## src/rtl/spi_seq_master.sv

```systemverilog
`default_nettype none
// ============================================================================
//  Module      : spi_seq_master
//  Description : Byte-stream SPI master (mode 0) that keeps SSEL low across
//                consecutive bytes until a byte tagged "last" completes.
//  Revision    : 1.0 - initial release
// ============================================================================
module spi_seq_master #(
    parameter int CLK_DIV    = 4,
    parameter int SSEL_SETUP = 4,
    parameter int SSEL_GAP   = 8
) (
    input  logic       clk_in,
    input  logic       rst,
    input  logic [7:0] tx_data,
    input  logic       tx_valid,
    input  logic       tx_last,
    output logic       tx_ready,
    output logic [7:0] rx_data,
    output logic       rx_valid,
    output logic       SCK,
    output logic       MOSI,
    input  logic       MISO,
    output logic       SSEL,
    output logic       busy
);

    localparam logic [7:0] c_div_last   = 8'(CLK_DIV - 1);
    localparam logic [7:0] c_setup_last = 8'(SSEL_SETUP - 1);
    localparam logic [7:0] c_gap_last   = 8'(SSEL_GAP - 1);

    typedef enum logic [2:0] {
        ST_IDLE  = 3'd0,
        ST_SETUP = 3'd1,
        ST_SHIFT = 3'd2,
        ST_WAIT  = 3'd3,
        ST_HOLD  = 3'd4,
        ST_GAP   = 3'd5
    } state_t;

    state_t      r_state;
    logic [7:0]  r_cnt;
    logic [2:0]  r_bit;
    logic [7:0]  r_tx_shift;
    logic [7:0]  r_rx_shift;
    logic        r_last;

    always_ff @(posedge clk_in or negedge rst) begin
        if (!rst) begin
            r_state    <= ST_IDLE;
            r_cnt      <= 8'd0;
            r_bit      <= 3'd0;
            r_tx_shift <= 8'd0;
            r_rx_shift <= 8'd0;
            r_last     <= 1'b0;
            SSEL       <= 1'b1;
            SCK        <= 1'b0;
            MOSI       <= 1'b0;
            tx_ready   <= 1'b0;
            rx_valid   <= 1'b0;
            rx_data    <= 8'd0;
            busy       <= 1'b0;
        end else begin
            rx_valid <= 1'b0;
            case (r_state)
                ST_IDLE: begin
                    if (tx_valid && tx_ready) begin
                        r_tx_shift <= tx_data;
                        r_last     <= tx_last;
                        MOSI       <= tx_data[7];
                        SSEL       <= 1'b0;
                        tx_ready   <= 1'b0;
                        busy       <= 1'b1;
                        r_cnt      <= 8'd0;
                        r_state    <= ST_SETUP;
                    end else begin
                        tx_ready <= 1'b1;
                    end
                end
                ST_SETUP: begin
                    if (r_cnt == c_setup_last) begin
                        r_cnt   <= 8'd0;
                        r_bit   <= 3'd0;
                        r_state <= ST_SHIFT;
                    end else begin
                        r_cnt <= r_cnt + 8'd1;
                    end
                end
                ST_SHIFT: begin
                    if (r_cnt != c_div_last) begin
                        r_cnt <= r_cnt + 8'd1;
                    end else begin
                        r_cnt <= 8'd0;
                        if (!SCK) begin
                            // Rising edge: capture MISO alongside the SCK update.
                            SCK        <= 1'b1;
                            r_rx_shift <= {r_rx_shift[6:0], MISO};
                        end else begin
                            SCK <= 1'b0;
                            if (r_bit == 3'd7) begin
                                rx_data  <= r_rx_shift;
                                rx_valid <= 1'b1;
                                r_bit    <= 3'd0;
                                if (r_last) begin
                                    r_state <= ST_HOLD;
                                end else begin
                                    tx_ready <= 1'b1;
                                    r_state  <= ST_WAIT;
                                end
                            end else begin
                                r_bit      <= r_bit + 3'd1;
                                r_tx_shift <= {r_tx_shift[6:0], 1'b0};
                                MOSI       <= r_tx_shift[6];
                            end
                        end
                    end
                end
                ST_WAIT: begin
                    // Frame stays open indefinitely until the next byte arrives.
                    if (tx_valid && tx_ready) begin
                        r_tx_shift <= tx_data;
                        r_last     <= tx_last;
                        MOSI       <= tx_data[7];
                        tx_ready   <= 1'b0;
                        r_cnt      <= 8'd0;
                        r_bit      <= 3'd0;
                        r_state    <= ST_SHIFT;
                    end
                end
                ST_HOLD: begin
                    if (r_cnt == c_div_last) begin
                        SSEL    <= 1'b1;
                        MOSI    <= 1'b0;
                        r_cnt   <= 8'd0;
                        r_state <= ST_GAP;
                    end else begin
                        r_cnt <= r_cnt + 8'd1;
                    end
                end
                ST_GAP: begin
                    if (r_cnt == c_gap_last) begin
                        r_cnt    <= 8'd0;
                        tx_ready <= 1'b1;
                        busy     <= 1'b0;
                        r_state  <= ST_IDLE;
                    end else begin
                        r_cnt <= r_cnt + 8'd1;
                    end
                end
                default: begin
                    r_state <= ST_IDLE;
                end
            endcase
        end
    end

endmodule
`default_nettype wire

```

## config.mk

```make
export PLATFORM = sky130hd
export DESIGN_NAME = spi_seq_master
export DESIGN_NICKNAME = d
export VERILOG_FILES = /design/src/rtl/spi_seq_master.sv
export SDC_FILE = /design/constraint.sdc
export NUM_CORES = 1
export LEC_CHECK = 0
export ABC_CLOCK_PERIOD_IN_PS = 7000
export CAP_MARGIN = 5
export CORE_MARGIN = 2
export CORE_UTILIZATION = 40
export DETAILED_ROUTE_END_ITERATION = 8
export PLACE_DENSITY_LB_ADDON = 0.15
export SLEW_MARGIN = 40
export SYNTH_ARGS = -nofsm -noshare
export SYNTH_HDL_FRONTEND = slang
export SYNTH_SLANG_ARGS = --single-unit
```

## constraint.sdc

```tcl
create_clock -name clk_in -period 7 [get_ports clk_in]
set_clock_uncertainty 0.15 [all_clocks]
set_input_delay 1.05 -clock clk_in [delete_from_list [all_inputs] [get_ports clk_in]]
set_output_delay 1.05 -clock clk_in [all_outputs]
set_load 0.005 [all_outputs]
```

Word level (Yosys, flattened, before mapping)
Index checks and enable logic that the tools add are counted.
{ "word_totals": {"elab_cells": 110, "input_bits": 13, "reg_bits": 44, "output_inout_bits": 14} }
{ "classes": {"eq_ne": 20, "mux": 50, "addsub": 2, "reduce_logical": 23, "bitwise_logic": 2} }
{ "ops": {"columns": ["cell", "n"], "rows": [
  ["$mux 3", 14],
  ["$mux 8", 4],
  ["$pmux 8 s4", 1],
  ["$mux 7", 4],
  ["$mux 1", 20],
  ["$ne 2x2->1 const B", 10],
  ["$pmux 3 s6", 1],
  ["$pmux 7 s2", 1],
  ["$reduce_and 5->1", 2],
  ["$eq 3x3->1 const B", 3],
  ["$pmux 3 s3", 1],
  ["$reduce_and 3->1", 3],
  ["$add 8x1->8 const B", 1],
  ["$eq 8x2->1 const B", 1],
  ["$eq 8x3->1 const B", 1],
  ["$ne 8x2->1 const B", 1],
  ["$reduce_and 8->1", 1],
  ["$reduce_bool 4->1", 2],
  ["$reduce_and 7->1", 1],
  ["$eq 3x2->1 const B", 2],
  ["$reduce_and 2->1", 3],
  ["$reduce_and 6->1", 1],
  ["$reduce_bool 2->1", 3],
  ["$reduce_bool 3->1", 2],
  ["other kinds (11)", 14]
]} }

Depth between registers and ports, before layout
{ "depth": {"depth_word": 5, "depth_mapped": 8, "mapped_depth_nobuf": 7} }

Worst setup path before layout
No wires, ideal clock.
{ "synth_timing": {"path_type": "flip-flop to flip-flop", "startpoint": "register r_cnt[5]", "endpoint": "register r_state[0]", "arrival_time_ns": 2.234, "synth_period_minus_slack_ns": 2.509, "path_stages_with_launch": 8, "slack_ns": 4.491, "path_buffers": 2, "setup_ns": 0.125, "required_time_ns": 6.725, "cell_sequence": "dfrtp_1 > or4_1 > buf_2 > or3_1 > buf_6 > o311ai_4 > o21ai_2 > mux2_4"} }
{ "synth_between": {"elab_chain_cells": 3, "elab_cells_between_ends": 8, "classes_between": "eq/ne (7); reduce/logical (1)"} }
{ "synth_rtl": {"columns": ["item", "line", "rtl"], "rows": [
  ["from (decl)", "42", "logic [7:0] r_cnt;"],
  ["from (signal assigned)", "86", "r_cnt <= r_cnt + 8'd1;"],
  ["from (signal assigned)", "91", "r_cnt <= r_cnt + 8'd1;"],
  ["from (signal assigned)", "137", "r_cnt <= r_cnt + 8'd1;"],
  ["$eq 8x2->1, or another cell as far along", "81, 131", null],
  ["$ne 2x2->1 (no line)", null, null],
  ["$reduce_and 8->1 (no line) *", null, null],
  ["to (signal assigned)", "84", "r_state <= ST_SHIFT;"],
  ["to (signal assigned)", "127", "r_state <= ST_SHIFT;"],
  ["to (signal assigned)", "135", "r_state <= ST_GAP;"],
  ["to (decl)", "41", "state_t r_state;"]
]} }
Every way passes the cells marked *; elsewhere a longest branch is shown, timed or not.
A chain may end at the register's enable or synchronous reset.

Worst setup path after layout
{ "layout_timing": {"startpoint": "input tx_valid", "endpoint": "register r_cnt[2]"} }
{ "layout_between": {"elab_chain_cells": 3} }
{ "layout_rtl": {"columns": ["item", "line", "rtl"], "rows": [
  ["from (decl)", "16", "input logic tx_valid,"],
  ["$logic_and 1x1->1", "67, 120", null],
  ["$ne 2x1->1 (no line)", null, null],
  ["$reduce_and 2->1 (no line)", null, null]
]} }
No other way between the ends.

==> summary.txt <==
GRT
  • Initial antenna violation count: 0
  • Vias in the first global route: 1570
  • First-pass GRT wire length: 7.748 mm
  • Gr usage total: 0.1563
  • Largest net degree at the start of global routing: 45
  • Global route overflow: 0

Die
  • Starting Density: 0.4149
  • Chip Width: 79.81 um
  • Die Ht: 79.81 um
  • I/O pins: 27
  • Die area: 6369 um^2
  • Core ar.: 5540 um^2
  • Row count: 27

Run
  • Max cap viols: 0

Pwr
  • Gate power share: 0.028
  • Overall power: 474.5 uW
  • Psw: 104.1 uW
  • Static Leak: 0.001138 uW
  • Sw Ratio: 0.2193
  • Register share of total power: 0.542
  • Clock Power Share: 0.430
  • VDD IR max: 0.0001117 V
  • Power Density: 174.3 nW/um^2
  • P_int: 370.5 uW

Timing
  • Final setup violating endpoints: 0
  • Relative slew slack: 0.5553
  • Shortest clock period the worst path allows after layout: 2.833 ns
  • Tcrit/Tclk final: 0.4047
  • RSZ-0062 raised after global routing: false
  • Final Hold Vio Count: 0
  • Worst-Margin Slew: 0.6670 ns
  • Final TNS setup: 0 ns
  • Max Clk Rate: 353.0 MHz
  • Min Hold Slack: 0.3347 ns
  • Slew Limit Fails: 0
  • Final worst-path setup slack: 4.167 ns

Routing
  • Antenna-violating nets left: 0
  • First drt pass iteration count: 4
  • Via count: 1694
  • Vias per Instance: 5.378
  • DRT iter0 DRCs: 109
  • Final wirelength: 4.517 mm
  • Post-DR wirelength/cell: 14.34 um
  • Remaining DRCs: 0

Clock tree
  • CTS Buf Count: 5
  • Hold Buf Count CTS: 0
  • Clk sinks: 44
  • CTS HTree Levels: 2
  • CTS tree: built
  • CTS Buffer Depth: 2
  • Setup repair bufs after CTS: 0
  • Clk slew on worst S/H paths: 0.09 ns
  • Post-CTS Resized: 0
  • Worst skew pair latency: 0.30 ns
  • Clock tree root driver cell: clkbuf_8

Synth
  • Unique masters post-synth: 51
  • Asr flop ratio synth: 1.000
  • Yosys reg bits: 44
  • Synth Flop Type: dfrtp_1
  • Syn Nets: 235
  • Register area share after synthesis: 0.4796
  • YS warnings: 0
  • Avg Cell Area, Syn: 10.50 um^2
  • EDFF count, synth: 0
  • Synthesized instance count: 219
  • Post-Syn Area: 2298 um^2

Worst setup path
  • Setup CP Type: in2reg
  • CP Data Required Time: 7.04 ns
  • Nature of the critical path endpoint: flop
  • CP Data Arrival Time: 2.87 ns
  • CP max FO: 8
  • Worst Setup Start Kind: input port

Place
  • GP Congestion: 0.8283
  • Pre-CTS setup slack: 3.831 ns
  • Hpwl dp: 3.191 mm
  • I/O Buffers: 26

Hold path
  • Worst hold path type: reg2reg

Cells and area
  • Final core utilization: 0.4914
  • Layout area overhead: 18.45%
  • Nets: 258
  • Share of layout cells above drive strength 1: 0.1646
  • Commonest non-fill, non-tap cells in the layout: dfrtp_1, clkdlybuf4s50_1, o21ai_0, nand2_1
  • Ant diodes: 0
  • Most common cell after layout, fill and taps aside: dfrtp_1
  • Fillers: 535

Status
  • Status: complete, no violations
cell usage after synthesis, drive strengths merged (2+ instances only):
| library cell | number | area (um^2) |
|---|---|---|
| nand3 | 5 | 25.02 |
| nor2b | 5 | 31.28 |
| and3 | 2 | 12.51 |
| nor3 | 5 | 52.55 |
| o311ai | 2 | 42.55 |
| nand2b | 3 | 18.77 |
| inv | 5 | 18.77 |
| nor2 | 18 | 67.56 |
| or2 | 2 | 12.51 |
| nor4 | 2 | 12.51 |
| mux2 | 20 | 229.0 |
| dfrtp | 43 | 1076 |
| nor4b | 2 | 17.52 |
| a21oi | 8 | 40.04 |
| o21a | 2 | 15.01 |
| a22o | 8 | 70.07 |
| mux2i | 6 | 60.06 |
| a21boi | 2 | 15.02 |
| or3 | 2 | 12.51 |
| o21ai | 22 | 113.9 |
| a32o | 2 | 20.02 |
| ha | 3 | 37.54 |
| nand2 | 21 | 81.33 |
| o31ai | 2 | 15.01 |
| buf | 2 | 16.26 |
| clkbuf | 9 | 33.78 |
power groups by stage:
stage / registers, uW / clock network (uW) / logic, uW
global placement: 262 / 0 / 13.8
finish: 257 / 204 / 13.5
CTS: 257 / 209 / 14.2
global route: 257 / 219 / 15.1
floorplan: 262 / 0 / 1.67
detailed placement: 262 / 0 / 14.2
registers in the layout, indices dropped and copies added (netlist names):
name and flops:
SSEL 1, r_bit 3, r_cnt 8, MOSI 1
r_rx_shift 8, rx_valid 1, r_state 3, busy 1
rx_data 8, r_tx_shift 7, r_last 1, tx_ready 1
SCK 1
final cells by class:
| cell class | instances | area [um^2] | area share |
|---|---|---|---|
| Inverter | 5 | 18.77 | 0.006893 |
| Clock inverter | 3 | 46.29 | 0.01700 |
| Multi-Input combinational cell | 159 | 1134 | 0.4164 |
| Clock buffer | 5 | 68.82 | 0.02528 |
| Timing Repair Buffer | 27 | 262.8 | 0.09651 |
| Tap cell | 72 | 90.09 | 0.03309 |
| Sequential cell | 44 | 1102 | 0.4049 |
metrics by stage:
| step | area, um^2 | cells |
|---|---|---|
| 3_3_place_gp | 2594 | 306 |
| 2_1_floorplan | 2298 | 219 |
| 4_1_cts | 2723 | 315 |
| 3_5_place_dp | 2608 | 307 |
| 5_1_grt | 2723 | 315 |
| 6_report | 2723 | 315 |
routing by layer:
layer	vias to the layer above	global-route usage	wire length (um)
met4	0	0.04576	39
met5	-	0	0
met3	4	0.03733	177
li1	847	-	-
met2	34	0.2378	2081
met1	809	0.2217	2218
worst paths after layout:
kind                       cells after the start                      start                        end  slack [ns]
min in group asynchronous                      1                        rst  r_rx_shift[2]$_DFFE_PN0P_        0.59
hold / removal                                 2  r_tx_shift[4]$_DFFE_PN0P_  r_tx_shift[4]$_DFFE_PN0P_        0.33
setup / recovery                               6                   tx_valid       r_cnt[2]$_DFFE_PN0P_        4.17
setup reg to reg                               5       r_cnt[5]$_DFFE_PN0P_       r_cnt[0]$_DFFE_PN0P_        4.18
max in group asynchronous                      1                        rst           SSEL$_DFFE_PN1P_        5.74
hold reg to reg                                2  r_tx_shift[4]$_DFFE_PN0P_  r_tx_shift[4]$_DFFE_PN0P_        0.33
cells by family after synthesis:
family | Yosys count | synth area share
xor gates and xnor gates | 1 | 0.003811
AOI/OAI and AO/OA | 58 | 0.1813
DFF | 44 | 0.4796
buffers and inverters | 16 | 0.02994
adders and majority gates | 3 | 0.01633
and+or+nand+nor | 71 | 0.1633
muxes | 26 | 0.1257
worst max-delay path: stages:
cell	delay, ns
clkdlybuf4s50_1	0.56
a21boi_0	0.14
o21ai_0	0.20
a21boi_1	0.50
o21ai_0	0.18
a32o_1	0.23
Note: power is estimated with default switching activity, not from simulation.
